[src/rtl/prog_loader_pkg.sv]
// Shared types and constants for the program loader.
package prog_loader_pkg;

    localparam int BYTES_PER_WORD = 4;

    typedef enum logic [2:0] {
        ST_IDLE,
        ST_ACCEPT,
        ST_WRITE,
        ST_DONE,
        ST_ERROR
    } state_t;

endpackage

[src/rtl/prog_loader_if.sv]
// Image stream in, byte-write memory port out; master is the host/memory side, slave is the loader.
interface prog_loader_if #(
    parameter int WIDTH = 32
);
    logic             in_valid;
    logic [WIDTH-1:0] in_data;
    logic             in_last;
    logic             in_ready;
    logic             memEn;
    logic [WIDTH-1:0] memAddr;
    logic [WIDTH-1:0] memData;

    modport master (
        output in_valid, in_data, in_last,
        input  in_ready, memEn, memAddr, memData
    );

    modport slave (
        input  in_valid, in_data, in_last,
        output in_ready, memEn, memAddr, memData
    );
endinterface

[src/rtl/prog_loader_serializer.sv]
// Word-to-byte shifter: one load emits four registered byte writes, LSB first, at consecutive addresses.
module prog_loader_serializer
    import prog_loader_pkg::*;
#(
    parameter int WIDTH = 32
) (
    input  logic             clock,
    input  logic             reset_n,
    input  logic             load,
    input  logic [WIDTH-1:0] word,
    input  logic [WIDTH-1:0] addr,
    output logic             last_byte,
    output logic             mem_en,
    output logic [WIDTH-1:0] mem_addr,
    output logic [WIDTH-1:0] mem_data
);

    logic             busy;
    logic [1:0]       byte_cnt;
    logic [WIDTH-1:0] shreg;
    logic [WIDTH-1:0] addr_q;

    // High in the cycle whose edge emits the final byte, so the FSM can leave WRITE on that edge.
    assign last_byte = busy && (byte_cnt == 2'(BYTES_PER_WORD - 1));

    always_ff @(posedge clock or negedge reset_n) begin
        if (!reset_n) begin
            busy     <= 1'b0;
            byte_cnt <= 2'd0;
            shreg    <= '0;
            addr_q   <= '0;
            mem_en   <= 1'b0;
            mem_addr <= '0;
            mem_data <= '0;
        end else begin
            mem_en <= busy;
            if (load) begin
                shreg    <= word;
                addr_q   <= addr;
                byte_cnt <= 2'd0;
                busy     <= 1'b1;
            end else if (busy) begin
                mem_addr <= addr_q;
                mem_data <= {{(WIDTH-8){1'b0}}, shreg[7:0]};
                shreg    <= shreg >> 8;
                addr_q   <= addr_q + WIDTH'(1);
                byte_cnt <= byte_cnt + 2'd1;
                if (last_byte) begin
                    busy <= 1'b0;
                end
            end
        end
    end

endmodule

[src/rtl/prog_loader.sv]
// Loads a streamed program image into processor memory byte by byte, holding the CPU in reset until done.
// Define PROG_LOADER_CHECKSUM_EN to treat the final beat as a checksum of the written words.
//
// state  | meaning
// IDLE   | after reset, CPU held, waiting for start
// ACCEPT | ready for the next image word
// WRITE  | serializer emitting the four bytes of the captured word
// DONE   | image loaded, CPU released
// ERROR  | overflow or checksum failure, CPU held until start
module prog_loader
    import prog_loader_pkg::*;
#(
    parameter int WIDTH     = 32,
    parameter int MEM_DEPTH = 16384,
    parameter int BASE_ADDR = 0
) (
    input  logic             clock,
    input  logic             reset_n,
    input  logic             start,
    prog_loader_if.slave     bus,
    output logic             cpuReset,
    output logic             done,
    output logic             err_overflow,
    output logic             err_checksum,
    output logic [WIDTH-1:0] word_count
);

    state_t           state, next_state;
    logic [WIDTH-1:0] addr;
    logic             last_q;
    logic             load, clr, word_done, ovf_set;
    logic             ser_last;
    logic             accept;
    logic             no_room;

    assign accept  = bus.in_valid && bus.in_ready;
    // One extra bit keeps addr+4 from wrapping before the depth compare.
    assign no_room = ({1'b0, addr} + (WIDTH+1)'(BYTES_PER_WORD)) > (WIDTH+1)'(MEM_DEPTH);

`ifdef PROG_LOADER_CHECKSUM_EN
    logic [WIDTH-1:0] sum;
    logic             cks_set;
`endif

    always_comb begin
        next_state = state;
        load       = 1'b0;
        clr        = 1'b0;
        word_done  = 1'b0;
        ovf_set    = 1'b0;
`ifdef PROG_LOADER_CHECKSUM_EN
        cks_set    = 1'b0;
`endif
        case (state)
            ST_IDLE, ST_DONE, ST_ERROR: begin
                if (start) begin
                    next_state = ST_ACCEPT;
                    clr        = 1'b1;
                end
            end
            ST_ACCEPT: begin
                if (accept) begin
`ifdef PROG_LOADER_CHECKSUM_EN
                    if (bus.in_last) begin
                        if (bus.in_data == sum) begin
                            next_state = ST_DONE;
                        end else begin
                            next_state = ST_ERROR;
                            cks_set    = 1'b1;
                        end
                    end else
`endif
                    if (no_room) begin
                        next_state = ST_ERROR;
                        ovf_set    = 1'b1;
                    end else begin
                        next_state = ST_WRITE;
                        load       = 1'b1;
                    end
                end
            end
            ST_WRITE: begin
                if (ser_last) begin
                    word_done  = 1'b1;
                    next_state = last_q ? ST_DONE : ST_ACCEPT;
                end
            end
            default: next_state = ST_IDLE;
        endcase
    end

    // Release waits one cycle in DONE so the last byte lands before the CPU runs.
    always_ff @(posedge clock or negedge reset_n) begin
        if (!reset_n) begin
            state        <= ST_IDLE;
            bus.in_ready <= 1'b0;
            cpuReset     <= 1'b1;
            done         <= 1'b0;
            err_overflow <= 1'b0;
            addr         <= WIDTH'(BASE_ADDR);
            word_count   <= '0;
            last_q       <= 1'b0;
        end else begin
            state        <= next_state;
            bus.in_ready <= (next_state == ST_ACCEPT);
            done         <= (state == ST_DONE) && (next_state == ST_DONE);
            cpuReset     <= !((state == ST_DONE) && (next_state == ST_DONE));
            if (clr) begin
                addr         <= WIDTH'(BASE_ADDR);
                word_count   <= '0;
                err_overflow <= 1'b0;
            end
            if (load) begin
                last_q <= bus.in_last;
            end
            if (word_done) begin
                addr       <= addr + WIDTH'(BYTES_PER_WORD);
                word_count <= word_count + WIDTH'(1);
            end
            if (ovf_set) begin
                err_overflow <= 1'b1;
            end
        end
    end

`ifdef PROG_LOADER_CHECKSUM_EN
    always_ff @(posedge clock or negedge reset_n) begin
        if (!reset_n) begin
            sum          <= '0;
            err_checksum <= 1'b0;
        end else begin
            if (clr) begin
                sum          <= '0;
                err_checksum <= 1'b0;
            end
            if (load) begin
                sum <= sum + bus.in_data;
            end
            if (cks_set) begin
                err_checksum <= 1'b1;
            end
        end
    end
`else
    assign err_checksum = 1'b0;
`endif

    prog_loader_serializer #(
        .WIDTH (WIDTH)
    ) u_serializer (
        .clock     (clock),
        .reset_n   (reset_n),
        .load      (load),
        .word      (bus.in_data),
        .addr      (addr),
        .last_byte (ser_last),
        .mem_en    (bus.memEn),
        .mem_addr  (bus.memAddr),
        .mem_data  (bus.memData)
    );

endmodule

[src/flat_wrapper.sv]
// flat-port wrapper written by rule: the top's interface ports become plain ports
module prog_loader_flat import prog_loader_pkg::*;
#(
    parameter int WIDTH     = 32,
    parameter int MEM_DEPTH = 16384,
    parameter int BASE_ADDR = 0
)
  (clock, reset_n, start, cpuReset, done, err_overflow, err_checksum, word_count, bus_in_valid, bus_in_data, bus_in_last, bus_in_ready, bus_memEn, bus_memAddr, bus_memData);
  prog_loader_if #(.WIDTH(WIDTH)) bus_i ();
  input  logic clock;
  input  logic reset_n;
  input  logic start;
  output logic cpuReset;
  output logic done;
  output logic err_overflow;
  output logic err_checksum;
  output logic [WIDTH-1:0] word_count;
  input wire logic [$bits(bus_i.in_valid)-1:0] bus_in_valid;
  input wire logic [$bits(bus_i.in_data)-1:0] bus_in_data;
  input wire logic [$bits(bus_i.in_last)-1:0] bus_in_last;
  output wire logic [$bits(bus_i.in_ready)-1:0] bus_in_ready;
  output wire logic [$bits(bus_i.memEn)-1:0] bus_memEn;
  output wire logic [$bits(bus_i.memAddr)-1:0] bus_memAddr;
  output wire logic [$bits(bus_i.memData)-1:0] bus_memData;
  assign bus_i.in_valid = bus_in_valid;
  assign bus_i.in_data = bus_in_data;
  assign bus_i.in_last = bus_in_last;
  assign bus_in_ready = bus_i.in_ready;
  assign bus_memEn = bus_i.memEn;
  assign bus_memAddr = bus_i.memAddr;
  assign bus_memData = bus_i.memData;
  prog_loader #(.WIDTH(WIDTH), .MEM_DEPTH(MEM_DEPTH), .BASE_ADDR(BASE_ADDR)) u_core (.clock(clock), .reset_n(reset_n), .start(start), .bus(bus_i), .cpuReset(cpuReset), .done(done), .err_overflow(err_overflow), .err_checksum(err_checksum), .word_count(word_count));
endmodule
[config.mk]
export PLATFORM = sky130hd
export DESIGN_NAME = prog_loader_flat
export DESIGN_NICKNAME = d
export VERILOG_FILES = /design/src/rtl/prog_loader_pkg.sv /design/src/rtl/prog_loader_if.sv /design/src/rtl/prog_loader_serializer.sv /design/src/rtl/prog_loader.sv /design/src/flat_wrapper.sv
export SDC_FILE = /design/constraint.sdc
export NUM_CORES = 1
export LEC_CHECK = 0
export ABC_AREA = 1
export CORE_MARGIN = 1.5
export CORE_UTILIZATION = 55
export DETAILED_ROUTE_END_ITERATION = 10
export GPL_ROUTABILITY_DRIVEN = 0
export PLACE_DENSITY = 0.87
export SLEW_MARGIN = 40
export SYNTH_ARGS = -nofsm -noshare
export SYNTH_HDL_FRONTEND = slang
export SYNTH_SLANG_ARGS = --single-unit
[constraint.sdc]
create_clock -name clock -period 4.6 [get_ports clock]
set_input_delay 0.69 -clock clock [delete_from_list [all_inputs] [get_ports clock]]
set_output_delay 0.69 -clock clock [all_outputs]
set_load 0.05 [all_outputs]
==> impl_metrics.tcl, run 1 <==
set metrics [dict create \
    outcome "complete, no violations" \
    clockRootBuffer "clkbuf_16" \
    multi_input_area_um2 4199 \
    dr.pass1.iters 5 \
    yosysMostFrequentCell "nand2_1" \
    synthTopCellsByCount "nand2_1, nand3_1, dfrtp_1, inv_1, nor2_1" \
    synth_edf_count 0 \
    worst_pin_slew_ns 0.7442 \
    synth_area_um2 9502 \
    cts_buffers 17 \
    use_met3_pct 7.105 \
    rsz0062_at_grt "no" \
    end_kind "register" \
    fin_setup_tns_ns 0 \
    avgRoutedWirePerCell_um 14.82 \
    crit_type "register to register" \
    path_max_fanout 70 \
    synth_top_area_share_pct 46.62 \
    syn2layout_area_growth_pct 18.36 \
    io_buffers 113 \
    grt_use_total_pct 25.84 \
    drive_gt1_share_pct 4.921 \
    cts_tree "done" \
    fin_crit_sh_pct 67.77 \
    dpl_worst_slack_ns 1.349 \
    die_w_um 134.4 \
    dp_hpwl_um 15040 \
    syn_avg_cell_area_um2 7.763 \
    vias 8554 \
    crit_arrival_ns 3.44 \
    clkSinkCount 178 \
    fmax_mhz 320.8 \
    htreeDepth 4 \
    grt_pass1_vias 7961 \
    ant_nets 0 \
    synth_flop_cell "dfrtp_1" \
    grt_use_met2_pct 41.97 \
    ir_drop_uv 433.0 \
    grtUsageMet1_pct 33.66 \
    worst_clock_skew_ns 0.01086 \
    hold_violations 0 \
    min_period_ns 3.117 \
    vias_per_cell 5.551 \
    setup-violations-final 0 \
    die_area_um2 18070 \
    seq_area_um2 4457 \
    finalMaxSlewViolations 0 \
    path_clk_slew_ns 0.07 \
    clockBufferDepth 2 \
    fin_cells 1541 \
    synth_cell_types 37 \
    final_nets 1350 \
    powerDensity_nw_per_um2 461.3 \
    drc 0 \
    ys_seq_elements 178 \
    cts_resized 0 \
    yosysSeqAreaShare_pct 46.89 \
    synth_async_sr_flop_share_pct 100.0 \
    syn_inst 1224 \
    leakagePower_uw 0.005298 \
    dp.cells 1509 \
    totalWireLength_um 22840 \
    die_h_um 134.4 \
    diodes 0 \
    post_cts_buffers 0 \
    setup_ws_ns 1.483 \
    initial_core_util_pct 56.89 \
    relSlewSlack_pct 50.31 \
    cap_violations 0 \
    worst_ep_required_time_ns 4.92 \
    antenna_found_initial 1 \
    hold_buffers 0 \
    fillers 1367 \
    std_cell_rows 47 \
    hp-class "input pin to async pin" \
    grt_max_degree 112 \
    ios 139 \
    grt_pass1_wl_um 37850 \
    ys_warn_count 0 \
    first_iter_violations 803 \
    yosys-top-cells-area "dfrtp_1, nand3_1, nand2_1, inv_1, nor2_1" \
    synth_top_area_cell "dfrtp_1" \
    startpoint_type "register" \
    core_area_um2 16700 \
    grt-busiest-layer "met2" \
    clk_latency_ns 0.43 \
    overflow 0 \
]
## layout by cell type (no fill, tap or decap), types with 10 or more instances in the layout
cell type	netlist	final
buf_4	29	10
clkbuf_16	0	17
clkdlybuf4s50_1	0	112
conb_1	1	25
dfrtp_1	177	176
inv_1	115	113
nand2_1	295	295
nand3_1	228	227
nand4_1	49	49
nor2_1	85	85
nor3_1	24	23
o21ai_0	54	54
o22ai_1	14	14
xnor2_1	16	16
xor2_1	19	19
## kinds of logic (layout without fill, tap and decap cells)
| family | count (synthesis) | count (layout) | synth area share, % |
|---|---|---|---|
| flip-flops | 178 | 178 | 46.89 |
| XOR/XNOR | 35 | 35 | 3.226 |
| multiplexers | 9 | 9 | 0.9613 |
| AO/OA/AOI/OAI | 96 | 96 | 5.596 |
| buffers and inverters | 204 | 277 | 10.10 |
| adder cells (fa/ha/maj) | 4 | 4 | 0.5268 |
| other | 1 | 25 | 0.03947 |
| AND/OR/NAND/NOR | 697 | 697 | 32.66 |
## where the power goes
group | switching, uW | total [uW] | internal (uW)
Clock | 623 | 1480 | 860
Sequential | 203 | 2040 | 1840
Combinational | 1180 | 1660 | 480
## metal layers
layer	part of all wire (%)	vias up
met5	0	-
met4	2.4	0
met3	7.2	63
met2	48	335
met1	42	3985
li1	-	4171
## critical path: stages, from the launching register on
cell	delay (ns)
dfrtp_1	0.42
ha_1	0.22
nand2_1	0.10
nor2_2	0.15
nand2_2	0.14
nor2_4	0.19
nand3_1	0.09
nand2_1	0.07
nand2_1	0.06
nor2_1	0.10
nand3_1	0.16
nor2_2	0.13
buf_4	0.33
nand3_4	0.14
buf_4	0.36
o21ai_0	0.25
inv_1	0.05
## layout make-up
cell class / count / share of cell area (%)
sequential: 178 / 39.63
multi-input combinational: 866 / 37.34
timing repair buffer: 126 / 11.21
clock buffer: 21 / 4.272
inverter: 120 / 4.005
tap: 220 / 2.448
clock inverter: 10 / 1.090
## flip-flops by register name, indices dropped and copies added, names as in the netlist, 2 cells and up
| register | flops |
|---|---|
| u_core.addr | 30 |
| u_core.u_serializer.byte_cnt | 2 |
| u_core.u_serializer.mem_data | 8 |
| u_core.u_serializer.shreg | 32 |
| u_core.u_serializer.mem_addr | 32 |
| u_core.u_serializer.addr_q | 32 |
| u_core.state | 3 |
| u_core.word_count | 32 |
## per-stage QoR
step	cell area (um2)	utilization [%]	hold WS (ns)	total power, uW
floorplan	9592	-	0.3487	3297
global placement	10600	63.46	0.4533	3666
detailed placement	10600	63.49	0.4575	3702
CTS	11210	67.10	0.3498	5183
global route	11250	67.34	0.1399	5470
finish	11250	67.34	0.1387	5188
## worst paths after layout
path	slack, ns	depth (start not counted)	start	to
min in group clock	0.47	2	u_core.u_serializer.mem_addr[28]$_DFFE_PN0P_	u_core.u_serializer.mem_addr[28]$_DFFE_PN0P_
max in group asynchronous	3.32	3	reset_n	u_core.u_serializer.addr_q[29]$_DFFE_PN0P_
worst max register to register	1.48	16	u_core.addr[2]$_DFFE_PN0P_	u_core.u_serializer.addr_q[9]$_DFFE_PN0P_
worst min register to register	0.47	2	u_core.u_serializer.mem_addr[28]$_DFFE_PN0P_	u_core.u_serializer.mem_addr[28]$_DFFE_PN0P_
worst min-delay path	0.14	1	reset_n	u_core.u_serializer.addr_q[17]$_DFFE_PN0P_
worst max-delay path	1.48	16	u_core.addr[2]$_DFFE_PN0P_	u_core.u_serializer.addr_q[9]$_DFFE_PN0P_
Note: power is estimated with default switching activity, not from simulation.
==> run 2: changes to the inputs <==
clock period = 3.2 ns   (was 4.6 ns; I/O delays follow)
==> impl_metrics.tcl, run 2 (synthesis results as in run 1) <==
set metrics [dict create \
    vias_per_cell 5.674 \
    grtUsageMet1_pct 34.42 \
    min_period_ns 2.881 \
    hold_violations 0 \
    vias 8777 \
    post_cts_buffers 0 \
    overflow 0 \
    grt_max_degree 97 \
    setup-violations-final 0 \
    die_area_um2 18070 \
    ios 139 \
    startpoint_type "register" \
    ir_drop_uv 455.9 \
    dr.pass1.iters 5 \
    worst_pin_slew_ns 0.6685 \
    grt-busiest-layer "met2" \
    fmax_mhz 347.0 \
    htreeDepth 4 \
    cpPeakStageDelay_ns 0.42 \
    final_nets 1354 \
    clockRootBuffer "clkbuf_16" \
    antenna_found_initial 2 \
    final_common_cell "nand2_1" \
    setup_ws_ns 0.3185 \
    die_h_um 134.4 \
    path_clk_slew_ns 0.07 \
    finalMaxSlewViolations 0 \
    grt_use_met2_pct 43.16 \
    grt_pass1_vias 8190 \
    crit_arrival_ns 3.25 \
    leakagePower_uw 0.005346 \
    hold_buffers 0 \
    first_iter_violations 899 \
    die_w_um 134.4 \
    clk_latency_ns 0.44 \
    io_buffers 113 \
    critPathSlowestCell "dfrtp_1" \
    worst_ep_required_time_ns 3.57 \
    dp_hpwl_um 15660 \
    ant_nets 0 \
    final_cell_mix "nand2_1, nand3_1, dfrtp_1" \
    outcome "complete, no violations" \
    crit_top_cell "nand2_1" \
    cap_violations 0 \
    crit_type "register to register" \
    fin_crit_sh_pct 90.05 \
    clkSinkCount 178 \
    fin_setup_tns_ns 0 \
    drive_gt1_share_pct 5.204 \
    use_met3_pct 6.652 \
    drc 0 \
    utilization_pct 67.86 \
    syn2layout_area_growth_pct 19.28 \
    path_max_fanout 32 \
    hp-class "input pin to async pin" \
    rsz0062_at_grt "no" \
    std_cell_rows 47 \
    grt_use_total_pct 26.58 \
    initial_core_util_pct 56.89 \
    cts_buffers 17 \
    totalWireLength_um 23450 \
    dpl_worst_slack_ns 0.4466 \
    avgRoutedWirePerCell_um 15.16 \
    worst_clock_skew_ns 0.007173 \
    cts_resized 0 \
    end_kind "register" \
    clockBufferDepth 2 \
    core_area_um2 16700 \
    grt_pass1_wl_um 38830 \
    cts_tree "done" \
    powerDensity_nw_per_um2 670.8 \
    cp_cell_sequence "ha_1, nand2_1, nor2_2, nand2_2, nor2_4, nand3_1, nand2_1, nand2_1, nor2_1, nand3_1, nor2_2, nand3_4, nand2_2, buf_12, nand2_1, nand2_1" \
    relSlewSlack_pct 55.43 \
]
## run 2: area by class of cell
cell class                 count  area, um2
multi-input combinational    866       4194
antenna                        1      2.502
clock buffer                  18      439.2
sequential                   178       4457
timing repair buffer         130       1335
tap                          220      275.3
clock inverter                14      180.2
fill                        1368       5368
inverter                     120      450.4
## run 2: through the flow
stage	area [um2]	power, uW	hold slack [ns]	instances
after floorplan	9592	4739	0.1844	1248
after global placement	10690	5335	0.4546	1513
after detailed placement	10710	5431	0.4592	1514
after CTS	11330	7618	0.08656	1546
after global routing	11330	7981	0.1174	1546
final	11330	7602	0.05597	1547
## run 2: routing by layer
layer | routed length, um | part of all wire [%]
met5 | 16 | 0.068
met4 | 622 | 2.7
met3 | 1783 | 7.6
met2 | 11290 | 48
met1 | 9743 | 42
## run 2: worst paths after layout
| check | start | endpoint | slack [ns] | depth (start not counted) |
|---|---|---|---|---|
| worst max-delay path | u_core.addr[2]$_DFFE_PN0P_ | u_core.u_serializer.mem_addr[25]$_DFFE_PN0P_ | 0.32 | 16 |
| worst min register to register | u_core.u_serializer.mem_addr[4]$_DFFE_PN0P_ | u_core.u_serializer.mem_addr[4]$_DFFE_PN0P_ | 0.47 | 2 |
| worst min-delay path | reset_n | u_core.u_serializer.mem_addr[0]$_DFFE_PN0P_ | 0.06 | 1 |
| max in group asynchronous | reset_n | u_core.cpuReset$_DFF_PN1_ | 2.33 | 2 |
| worst max register to register | u_core.addr[2]$_DFFE_PN0P_ | u_core.u_serializer.mem_addr[25]$_DFFE_PN0P_ | 0.32 | 16 |
| min in group clock | u_core.u_serializer.mem_addr[4]$_DFFE_PN0P_ | u_core.u_serializer.mem_addr[4]$_DFFE_PN0P_ | 0.47 | 2 |
## run 2: worst max-delay path, delay by kind of cell (launching register included)
family / cells / cell delay, ns
and+or+nand+nor: 14 / 1.94
DFF: 1 / 0.42
buffers and inverters: 1 / 0.23
adders and majority gates: 1 / 0.21
## run 2: report_power, final
group | internal (uW) | switching, uW
clock network | 1260 | 935
registers | 2640 | 281
logic | 763 | 1720
total | 4670 | 2930
